===== src/rtl/ex_div_pkg.sv =====
// Shared definitions for the EX-stage divider: FSM state encoding and
// handshake constants.
package ex_div_pkg;

    typedef enum logic [1:0] {
        S_IDLE     = 2'b00,
        S_DIV_ZERO = 2'b01,
        S_ON       = 2'b10,
        S_END      = 2'b11
    } div_state_e;

    localparam logic DIV_RESULT_READY     = 1'b1;
    localparam logic DIV_RESULT_NOT_READY = 1'b0;
    localparam logic DIV_START            = 1'b1;
    localparam logic DIV_STOP             = 1'b0;

endpackage


===== src/rtl/ex_div.sv =====
// Multi-cycle restoring divider for the EX stage: one quotient bit per cycle.
// Define EX_DIV_SIGNED_EN to honour signed_div; otherwise every divide is unsigned.
module ex_div
    import ex_div_pkg::*;
#(
    parameter int DATA_W = 32
) (
    input  logic                  clk,
    input  logic                  rst,
    input  logic                  start,
    input  logic                  signed_div,
    input  logic [DATA_W-1:0]     opdata1,
    input  logic [DATA_W-1:0]     opdata2,
    input  logic                  annul,
    output logic [2*DATA_W-1:0]   result,
    output logic                  ready,
    output logic                  stallreq
);

    localparam int CNT_W = (DATA_W > 1) ? $clog2(DATA_W) : 1;

    div_state_e            r_state;
    div_state_e            w_next;
    logic [CNT_W-1:0]      r_cnt;
    logic [DATA_W-1:0]     r_rem;
    logic [DATA_W-1:0]     r_quo;
    logic [DATA_W-1:0]     r_divisor;
    logic [2*DATA_W-1:0]   r_result;

    logic                  w_accept;
    logic                  w_last;
    logic [DATA_W-1:0]     w_mag_a;
    logic [DATA_W-1:0]     w_mag_b;
    logic [DATA_W:0]       w_partial;
    logic [DATA_W:0]       w_diff;
    logic                  w_qbit;
    logic [DATA_W-1:0]     w_rem_next;
    logic [DATA_W-1:0]     w_quo_next;
    logic [DATA_W-1:0]     w_rem_fix;
    logic [DATA_W-1:0]     w_quo_fix;

    assign w_accept = (r_state == S_IDLE) && (start == DIV_START) && !annul;
    assign w_last   = (r_cnt == CNT_W'(DATA_W - 1));

`ifdef EX_DIV_SIGNED_EN
    logic r_neg_q;
    logic r_neg_r;
    logic w_a_neg;
    logic w_b_neg;

    assign w_a_neg = signed_div & opdata1[DATA_W-1];
    assign w_b_neg = signed_div & opdata2[DATA_W-1];
    assign w_mag_a = w_a_neg ? -opdata1 : opdata1;
    assign w_mag_b = w_b_neg ? -opdata2 : opdata2;

    // Quotient sign is the XOR of operand signs; remainder follows the dividend.
    always_ff @(posedge clk) begin
        if (!rst) begin
            r_neg_q <= 1'b0;
            r_neg_r <= 1'b0;
        end else if (w_accept) begin
            r_neg_q <= w_a_neg ^ w_b_neg;
            r_neg_r <= w_a_neg;
        end
    end

    assign w_quo_fix = r_neg_q ? -w_quo_next : w_quo_next;
    assign w_rem_fix = r_neg_r ? -w_rem_next : w_rem_next;
`else
    logic w_unused_signed;

    assign w_unused_signed = signed_div;
    assign w_mag_a         = opdata1;
    assign w_mag_b         = opdata2;
    assign w_quo_fix       = w_quo_next;
    assign w_rem_fix       = w_rem_next;
`endif

    // One extra bit on the partial remainder keeps the trial subtract's borrow visible.
    assign w_partial  = {r_rem, r_quo[DATA_W-1]};
    assign w_diff     = w_partial - {1'b0, r_divisor};
    assign w_qbit     = ~w_diff[DATA_W];
    assign w_rem_next = w_qbit ? w_diff[DATA_W-1:0] : w_partial[DATA_W-1:0];
    assign w_quo_next = {r_quo[DATA_W-2:0], w_qbit};

    // NOTE: sequential state uses non-blocking assignments so every register samples pre-edge values.
    always_ff @(posedge clk) begin
        if (!rst) begin
            r_state <= S_IDLE;
        end else begin
            r_state <= w_next;
        end
    end

    // NOTE: w_next gets a default before the case so no path can infer a latch.
    always_comb begin
        w_next = r_state;
        case (r_state)
            S_IDLE: begin
                if (w_accept) begin
                    w_next = (opdata2 == '0) ? S_DIV_ZERO : S_ON;
                end
            end
            S_DIV_ZERO: w_next = annul ? S_IDLE : S_END;
            S_ON: begin
                if (annul) begin
                    w_next = S_IDLE;
                end else if (w_last) begin
                    w_next = S_END;
                end
            end
            S_END:   w_next = (start == DIV_START) ? S_END : S_IDLE;
            default: w_next = S_IDLE;
        endcase
    end

    always_comb begin
        ready    = DIV_RESULT_NOT_READY;
        result   = '0;
        if (r_state == S_END) begin
            ready  = DIV_RESULT_READY;
            result = r_result;
        end
        stallreq = start & ~ready;
    end

    always_ff @(posedge clk) begin
        if (!rst) begin
            r_cnt     <= '0;
            r_rem     <= '0;
            r_quo     <= '0;
            r_divisor <= '0;
            r_result  <= '0;
        end else begin
            case (r_state)
                S_IDLE: begin
                    if (w_accept) begin
                        r_cnt     <= '0;
                        r_rem     <= '0;
                        r_quo     <= w_mag_a;
                        r_divisor <= w_mag_b;
                        r_result  <= '0;
                    end
                end
                S_DIV_ZERO: r_result <= '0;
                S_ON: begin
                    r_cnt <= r_cnt + CNT_W'(1);
                    r_rem <= w_rem_next;
                    r_quo <= w_quo_next;
                    if (w_last && !annul) begin
                        r_result <= {w_rem_fix, w_quo_fix};
                    end
                end
                S_END: begin
                    if (start == DIV_STOP) begin
                        r_result <= '0;
                    end
                end
                default: r_result <= '0;
            endcase
        end
    end

endmodule

===== config.mk =====
export PLATFORM = sky130hd
export DESIGN_NAME = ex_div
export DESIGN_NICKNAME = d
export VERILOG_FILES = /design/src/rtl/ex_div_pkg.sv /design/src/rtl/ex_div.sv
export SDC_FILE = /design/constraint.sdc
export NUM_CORES = 1
export LEC_CHECK = 0
export ABC_AREA = 1
export BUFFER_PORTS_ARGS = -buffer_cell sky130_fd_sc_hd__clkbuf_2
export CAP_MARGIN = 40
export CORE_UTILIZATION = 45
export CTS_CLUSTER_DIAMETER = 150
export DETAILED_ROUTE_END_ITERATION = 7
export SLEW_MARGIN = 5
export SYNTH_ARGS = -nofsm -noshare
export SYNTH_HDL_FRONTEND = slang
export SYNTH_SLANG_ARGS = --single-unit

===== constraint.sdc =====
create_clock -name clk -period 3.2 [get_ports clk]
set_clock_uncertainty 0.2 [all_clocks]
set_input_delay 0.96 -clock clk [delete_from_list [all_inputs] [get_ports clk]]
set_output_delay 0.96 -clock clk [all_outputs]
set_load 0.02 [all_outputs]

==> impl_metrics.csv, run 1 <==
group,metric,value,unit
outcome,status,"completed",
clock_tree,clockBufferDepth,2,
floorplanning,die_area,22900,um2
global_routing,grt_antenna_before_repair,0,
global_routing,grt_pass1_wl,46000,um
global_routing,gr-usage-met3,0.0422,
worst_hold_path,hp-class,"register to register",
setup_path,crit_chain,"ha_2, buf_4, nand2_1, inv_1, clkbuf_2",
setup_path,critical-path-top-delay-family,"buffers and inverters",
setup_path,cp.required,2040,ps
sta,slew_headroom,0.574,
sta,setup_tns,0,ps
sta,period_needed,2960,ps
final_layout,final_cell_mix,"nand2_1 (474), inv_1 (305), dfxtp_1 (167)",
power_and_ir_drop,vdd_drop_max,0.470,mV
logic_synthesis,syn_avg_cell_area,6.21,um2
detailed_routing,wl,28400,um
logic_synthesis,synth_top_family_by_area,"simple AND/OR/NAND/NOR gates",
logic_synthesis,yosys_warnings,0,
global_routing,grt_max_degree,103,
detailed_routing,postRouteAntennaNets,0,
logic_synthesis,synth_nets,1726,
clock_tree,cts.clk_slew.worst_paths,70,ps
clock_tree,cts_buffers,17,
final_layout,syn_to_final_growth,14.6,%
detailed_routing,route.detailed.drc,0,
clock_tree,hold_buffers,0,
floorplanning,num_rows,54,
power_and_ir_drop,leakagePower,6.23,nW
detailed_routing,first_pass_iters,5,
final_layout,stdcell_area,11500,um2
floorplanning,die_x,151,um
logic_synthesis,synth_top_area_share,0.333,
detailed_routing,wl_per_cell,14.1,um
placed_design,placed_cell_area,10900,um2
logic_synthesis,synthCells,1618,
global_routing,grt_pass1_vias,9047,
global_routing,grt_overflow,0,
sta,setup_viol,0,
setup_path,worstSetupEndpointType,"output port",
setup_path,cp_num_buf_inv,3,
logic_synthesis,synthAdderAreaFrac,0.0493,
sta,worstMarginPinSlew,639,ps
setup_path,slowest_delay,390,ps
logic_synthesis,yosys-top-cells-area,"dfxtp_1 (33%), nand2_1 (18%), inv_1 (11%)",
clock_tree,cts_resized,0,
clock_tree,htreeDepth,4,
setup_path,cp_slowest_cell,"dfxtp_1",
clock_tree,cts_tree,"yes",
final_layout,nets,1822,
sta,fmax,337,MHz
setup_path,critPathLaunchType,"register",
detailed_routing,via_per_inst,4.98,
logic_synthesis,synth-simple-area-share,0.290,
setup_path,path_class,"register to output port",
clock_tree,root_buffer,"clkbuf_16",
logic_synthesis,synth_area,10100,um2
placed_design,io_buffers,133,
global_routing,grt_usage,0.258,
clock_tree,postCtsSetupRepairBufs,0,
floorplanning,initial_core_util,0.459,
floorplanning,io_pins,135,
global_routing,grtUsageMet1,0.367,
final_layout,final_common_cell,"nand2_1",
final_layout,drive_gt1_frac,0.126,
logic_synthesis,muxShareOfSynthArea,0,
detailed_routing,dr.first_iter.drc_count,683,
placed_design,post-dp-hpwl,21100,um
setup_path,worst_ep_arrival_time,1800,ps
clock_tree,insertion_delay,440,ps
logic_synthesis,post-synth-top-area-cell,"dfxtp_1",
logic_synthesis,synth_compound_gate_area_share,0.171,
logic_synthesis,yosysSeqAreaShare,0.333,
setup_path,critPathMaxFanout,43,
detailed_routing,vias,10000,
floorplanning,core,21900,um2
floorplanning,die_y,151,um
global_routing,busiest_layer,"met2",
sta,rsz0062_at_grt,"no",
placed_design,finalWeightedCongestion,0.937,
sta,hold_viol,0,
clock_tree,numClockSinks,167,
logic_synthesis,ys_types,36,
job,maxCapViolations,0,
sta,finalCritPeriodShare,0.926,
final_layout,antenna_cells,0,
logic_synthesis,ys_ff_latch,167,
power_and_ir_drop,p_per_area,1120,nW/um2
logic_synthesis,synth_xor_area_frac,0.00871,
sta,timing_max_transition_violations_final,0,
global_routing,use_met2,0.408,
-- cells in the mapped netlist, drive strengths merged --
cell type and number:
clkbuf 46, nand4 10, clkinv 1, xor2 6
inv 310, buf 27, o21bai 1, xnor2 4
o21ai 141, and2 1, nand2 489, nor2 63
o31ai 1, dfxtp 167, a21oi 154, nor3 7
fa 1, nand3 108, a31oi 31, ha 38
and3 4, a21o 1, nor4 7
-- through the flow --
step	setup slack [ps]	utilization	instances	hold WS (ps)	power, mW
6_report	236	0.526	2007	260	12.8
5_1_grt	102	0.526	2007	286	14.2
4_1_cts	218	0.526	2007	262	12.9
3_5_place_dp	254	0.499	1975	252	10.7
3_3_place_gp	221	0.498	1974	245	10.7
2_1_floorplan	573	-	1618	233	8.98
-- power by group --
group          switching [mW]  internal, mW  total, mW
registers               0.383          2.74       3.13
logic                    5.26          2.38       7.63
clock network            1.02          1.07       2.09
total                    6.66          6.19       12.8
-- tightest hold or removal path: cells and delay by family (launching register included) --
family	cells	cell delay (ps)
DFF	1	300
buffers and inverters	1	60
AOI/OAI and AO/OA	1	60
-- flip-flops by register name (all words and copies together), names as in the netlist --
| signal | count |
|---|---|
| r_cnt | 5 |
| r_state | 2 |
| r_rem | 32 |
| r_result | 64 |
| r_divisor | 32 |
| r_quo | 32 |
-- per-layer routing --
metal,wire (um),vias to the layer above
li1,-,5268
met1,13800,4504
met2,13000,211
met3,1320,19
met4,263,0
met5,0,-
-- path summary, 6_finish.rpt --
kind | start | endpoint | slack [ps] | cells after the start
worst min register to register | r_divisor[31] | r_divisor[31] | 260 | 2
worst max-delay path | r_state[1] | result[4] | 240 | 5
worst min-delay path | r_divisor[31] | r_divisor[31] | 260 | 2
worst max register to register | r_quo[31] | r_result[63] | 300 | 17
-- kinds of logic after synthesis --
logic type,count (synthesis)
flops,167
compound gates,329
fa+ha+maj,39
buf+inv,384
simple gates,689
xor+xnor,10
-- cell type report --
cell class / instances / area [um2]
repair buffers: 150 / 828
multi-input cells: 1067 / 5230
inverters: 311 / 1170
clock buffers: 18 / 439
well taps: 280 / 350
flip-flops and latches: 167 / 3340
fillers: 2316 / 10400
clock inverters: 14 / 159
Note: power is estimated with default switching activity, not from simulation.
==> run 2, diff against run 1 <==
--- a/config.mk
+++ b/config.mk
@@ -6,12 +6,12 @@
 export NUM_CORES = 1
 export LEC_CHECK = 0
 export ABC_AREA = 1
-export BUFFER_PORTS_ARGS = -buffer_cell sky130_fd_sc_hd__clkbuf_2
+export BUFFER_PORTS_ARGS = -buffer_cell sky130_fd_sc_hd__buf_2
 export CAP_MARGIN = 40
 export CORE_UTILIZATION = 45
 export CTS_CLUSTER_DIAMETER = 150
 export DETAILED_ROUTE_END_ITERATION = 7
-export SLEW_MARGIN = 5
+export SLEW_MARGIN = 20
 export SYNTH_ARGS = -nofsm -noshare
 export SYNTH_HDL_FRONTEND = slang
 export SYNTH_SLANG_ARGS = --single-unit
==> impl_metrics.csv, run 2 (synthesis gave the netlist of run 1 again) <==
group,metric,value,unit
outcome,status,"completed",
global_routing,busiest_layer,"met2",
clock_tree,insertion_delay,440,ps
placed_design,io_buffers,133,
placed_design,post-dp-hpwl,21000,um
clock_tree,postCtsSetupRepairBufs,0,
sta,hold_viol,0,
setup_path,worst_ep_arrival_time,1820,ps
clock_tree,htreeDepth,4,
setup_path,reg2reg_depth,17,
sta,slew_headroom,0.528,
placed_design,placed_cell_area,11000,um2
floorplanning,die_x,151,um
sta,finalCritPeriodShare,0.932,
sta,fmax,335,MHz
floorplanning,core,21900,um2
final_layout,regMostFlops,"r_result",
global_routing,grt_usage,0.257,
final_layout,antenna_cells,0,
floorplanning,num_rows,54,
final_layout,final_cell_mix,"nand2_1 (474), inv_1 (305), dfxtp_1 (167)",
worst_hold_path,hp-class,"register to register",
floorplanning,initial_core_util,0.459,
setup_path,path_class,"register to output port",
global_routing,grt_pass1_vias,9045,
setup_path,reg2reg_slack,340,ps
setup_path,worstSetupEndpointType,"output port",
clock_tree,cts_resized,0,
detailed_routing,route.detailed.drc,0,
sta,setup_viol,0,
worst_hold_path,holdPathStages,2,
clock_tree,root_buffer,"clkbuf_16",
final_layout,nets,1824,
global_routing,grt_pass1_wl,45800,um
final_layout,final_common_cell,"nand2_1",
final_layout,stdcell_area,11600,um2
floorplanning,die_area,22900,um2
power_and_ir_drop,p_per_area,1120,nW/um2
power_and_ir_drop,vdd_drop_max,0.427,mV
global_routing,grt_max_degree,138,
sta,timing_max_transition_violations_final,0,
setup_path,crit_start,"r_state[1]",
setup_path,path_depth,5,
global_routing,use_met2,0.410,
job,maxCapViolations,0,
setup_path,cp_slowest_cell,"dfxtp_1",
sta,worstMarginPinSlew,707,ps
floorplanning,io_pins,135,
setup_path,critical-path-top-delay-family,"buffers and inverters",
global_routing,grt_antenna_before_repair,0,
power_and_ir_drop,leakagePower,6.30,nW
setup_path,endpoint,"result[32]",
setup_path,critPathMaxFanout,43,
clock_tree,numClockSinks,167,
global_routing,gr-usage-met3,0.0434,
sta,rsz0062_at_grt,"no",
setup_path,r2r_end,"r_result[43]",
final_layout,syn_to_final_growth,14.9,%
setup_path,cp_num_buf_inv,3,
detailed_routing,postRouteAntennaNets,0,
detailed_routing,wl_per_cell,14.2,um
floorplanning,die_y,151,um
setup_path,r2r-start,"r_quo[31]",
clock_tree,cts_tree,"yes",
detailed_routing,vias,10100,
final_layout,largest_reg_flops,64,
global_routing,grtUsageMet1,0.355,
sta,setup_tns,0,ps
clock_tree,hold_buffers,0,
setup_path,slowest_delay,400,ps
clock_tree,clockBufferDepth,2,
setup_path,cp.required,2040,ps
setup_path,crit_chain,"ha_2, buf_4, nand2_1, inv_1, buf_2",
detailed_routing,wl,28600,um
detailed_routing,dr.first_iter.drc_count,640,
sta,period_needed,2980,ps
detailed_routing,via_per_inst,5.03,
global_routing,grt_overflow,0,
clock_tree,cts_buffers,17,
clock_tree,cts.clk_slew.worst_paths,70,ps
final_layout,drive_gt1_frac,0.127,
placed_design,finalWeightedCongestion,0.933,
setup_path,critPathLaunchType,"register",
detailed_routing,first_pass_iters,5,
run 2: changes by cell type in the layout (fill, tap and decap cells not counted), sizes merged:
cell,previous run,this run
inv,315,317
buf,18,152
clkbuf,150,18
clkinv,9,8
clkinvlp,1,0
run 2: worst min path at each step:
stage	from	to	slack, ps
after global placement	r_divisor[13]	r_divisor[13]	250
after global routing	r_result[14]	r_result[14]	290
after detailed placement	r_result[2]	r_result[2]	260
after CTS	r_divisor[12]	r_divisor[12]	270
after floorplan	r_divisor[10]	r_divisor[10]	230
final	r_divisor[12]	r_divisor[12]	270
run 2: power breakdown:
part           switching, mW  leakage [nW]  internal (mW)
Combinational           5.28          4.64           2.45
Sequential             0.388          1.37           2.74
Clock                   1.02         0.290           1.07
run 2: worst reg2reg max path, cell delays in order, from the launching register on:
cell and delay (ps):
dfxtp_1 320, inv_1 70, ha_1 140, inv_1 70
fa_1 430, nand2_1 100, nand2_1 80, nand3_1 100
nand2_2 100, nand2_2 90, nand2_2 70, nand2_4 100
nand2_4 70, nand2_4 200, nand2_4 190, nand2_1 100
nand3_1 180, a21oi_1 180
run 2: layout make-up:
cell class / instances / area [um2]
inverters: 311 / 1170
fillers: 2314 / 10300
clock inverters: 14 / 153
clock buffers: 18 / 439
repair buffers: 152 / 873
well taps: 280 / 350
multi-input cells: 1067 / 5230
flip-flops and latches: 167 / 3340
run 2: per-layer routing:
metal,vias up,share of wire
li1,5269,-
met1,4592,0.48
met2,209,0.45
met3,32,0.048
met4,0,0.016
met5,-,0
run 2: per-stage QoR:
step                      utilization  cells  setup WS (ps)  hold slack (ps)  total power, mW
final                           0.528   2009            218              266             12.9
after CTS                       0.528   2009            211              269             12.9
after detailed placement        0.501   1977            279              256             10.8
after floorplan                     -   1618            573              233             8.98
after global routing            0.528   2009           94.3              292             14.2
after global placement          0.500   1976            308              252             10.7
==> run 3, diff against run 2 <==
--- a/config.mk
+++ b/config.mk
@@ -8,6 +8,7 @@
 export ABC_AREA = 1
 export BUFFER_PORTS_ARGS = -buffer_cell sky130_fd_sc_hd__buf_2
 export CAP_MARGIN = 40
+export CORE_MARGIN = 3
 export CORE_UTILIZATION = 45
 export CTS_CLUSTER_DIAMETER = 150
 export DETAILED_ROUTE_END_ITERATION = 7
==> impl_metrics.csv, run 3 (synthesis gave the netlist of run 1 again) <==
group,metric,value,unit
outcome,status,"completed",
setup_path,critPathMaxFanout,42,
global_routing,gr-usage-met3,0.0295,
final_layout,stdcell_area,11500,um2
power_and_ir_drop,vdd_drop_max,0.609,mV
detailed_routing,first_pass_iters,5,
job,maxCapViolations,0,
final_layout,regMostFlops,"r_result",
global_routing,busiest_layer,"met2",
final_layout,nets,1824,
setup_path,cp_slowest_cell,"dfxtp_1",
power_and_ir_drop,p_per_area,1120,nW/um2
clock_tree,hold_buffers,0,
sta,hold_viol,0,
setup_path,critPathLaunchType,"register",
sta,setup_viol,0,
global_routing,grt_usage,0.239,
final_layout,syn_to_final_growth,14.7,%
final_layout,drive_gt1_frac,0.127,
setup_path,cp.required,2040,ps
clock_tree,cts_buffers,17,
floorplanning,core,21900,um2
sta,finalCritPeriodShare,0.919,
worst_hold_path,hp-class,"register to register",
setup_path,worstSetupEndpointType,"output port",
detailed_routing,route.detailed.drc,0,
sta,worstMarginPinSlew,709,ps
floorplanning,num_rows,54,
setup_path,crit_chain,"ha_2, buf_4, nand2_1, inv_1, buf_2",
setup_path,slowest_delay,390,ps
setup_path,worst_ep_arrival_time,1780,ps
sta,rsz0062_at_grt,"no",
setup_path,path_class,"register to output port",
floorplanning,io_pins,135,
sta,fmax,340,MHz
detailed_routing,wl_per_cell,14.3,um
clock_tree,htreeDepth,4,
global_routing,grt_overflow,0,
detailed_routing,vias,10100,
clock_tree,cts.clk_slew.worst_paths,70,ps
placed_design,io_buffers,133,
detailed_routing,postRouteAntennaNets,0,
floorplanning,die_x,155,um
global_routing,grt_max_degree,79,
placed_design,dp.cells,1977,
placed_design,placed_cell_area,10900,um2
detailed_routing,dr.first_iter.drc_count,651,
floorplanning,die_y,155,um
final_layout,final_common_cell,"nand2_1",
final_layout,largest_reg_flops,64,
clock_tree,numClockSinks,167,
detailed_routing,wl,28700,um
final_layout,antenna_cells,0,
sta,setup_tns,0,ps
final_layout,final_cell_mix,"nand2_1 (474), inv_1 (305), dfxtp_1 (167)",
detailed_routing,via_per_inst,5.02,
placed_design,post-dp-hpwl,21400,um
clock_tree,cts_resized,0,
power_and_ir_drop,leakagePower,6.30,nW
placed_design,finalWeightedCongestion,0.924,
final_layout,final_cells,2009,
global_routing,grt_antenna_before_repair,0,
sta,slew_headroom,0.527,
clock_tree,insertion_delay,440,ps
final_layout,n_fill_cell,2339,
clock_tree,cts_tree,"yes",
global_routing,grtUsageMet1,0.343,
floorplanning,initial_core_util,0.459,
global_routing,use_met2,0.381,
clock_tree,clockBufferDepth,2,
floorplanning,die_area,24200,um2
sta,period_needed,2940,ps
global_routing,grt_pass1_vias,9427,
clock_tree,postCtsSetupRepairBufs,0,
clock_tree,root_buffer,"clkbuf_16",
global_routing,grt_pass1_wl,47200,um
sta,timing_max_transition_violations_final,0,
run 3: cell count changes in the layout (fill, tap and decap cells not counted), sizes merged:
| cell | before | now |
|---|---|---|
| inv | 317 | 316 |
| clkinv | 8 | 7 |
| bufinv | 0 | 2 |
run 3: metal layers:
metal	wire length (um)	vias up
li1	-	5272
met1	14200	4561
met2	12900	223
met3	1120	34
met4	498	0
met5	0	-
run 3: cell type report:
type	instances	area [um2]	share of cell area
Clock buffer	18	439	0.0381
Inverter	311	1170	0.101
Sequential cell	167	3340	0.290
Clock inverter	14	165	0.0143
Multi-Input combinational cell	1067	5230	0.453
Timing Repair Buffer	152	836	0.0725
Tap cell	280	350	0.0304
run 3: through the flow:
| step | hold slack [ps] | utilization | total power [mW] | setup slack [ps] |
|---|---|---|---|---|
| 6_report | 261 | 0.527 | 13.0 | 260 |
| 5_1_grt | 274 | 0.527 | 14.3 | 67.5 |
| 4_1_cts | 262 | 0.527 | 13.0 | 226 |
| 3_5_place_dp | 252 | 0.499 | 10.7 | 227 |
| 3_3_place_gp | 247 | 0.499 | 10.7 | 235 |
| 2_1_floorplan | 233 | - | 8.98 | 573 |
run 3: power breakdown:
| part | leakage (nW) | total (mW) | internal, mW | switching [mW] |
|---|---|---|---|---|
| combinational | 4.63 | 7.65 | 2.39 | 5.26 |
| clock | 0.301 | 2.18 | 1.20 | 0.977 |
| sequential | 1.37 | 3.13 | 2.74 | 0.385 |
| total | 6.30 | 13.0 | 6.33 | 6.62 |
run 3: final timing paths:
path	slack (ps)	from	endpoint	depth (start not counted)
setup / recovery	260	r_state[1]	result[63]	5
hold / removal	260	r_divisor[31]	r_divisor[31]	2
setup reg to reg	310	r_quo[31]	r_result[42]	17
hold reg to reg	260	r_divisor[31]	r_divisor[31]	2
run 3: critical path, delay by kind of cell (launching register included):
family,cells,cell delay (ps)
buffers and inverters,3,640
and+or+nand+nor,1,120
DFF,1,390
adders and majority gates,1,200
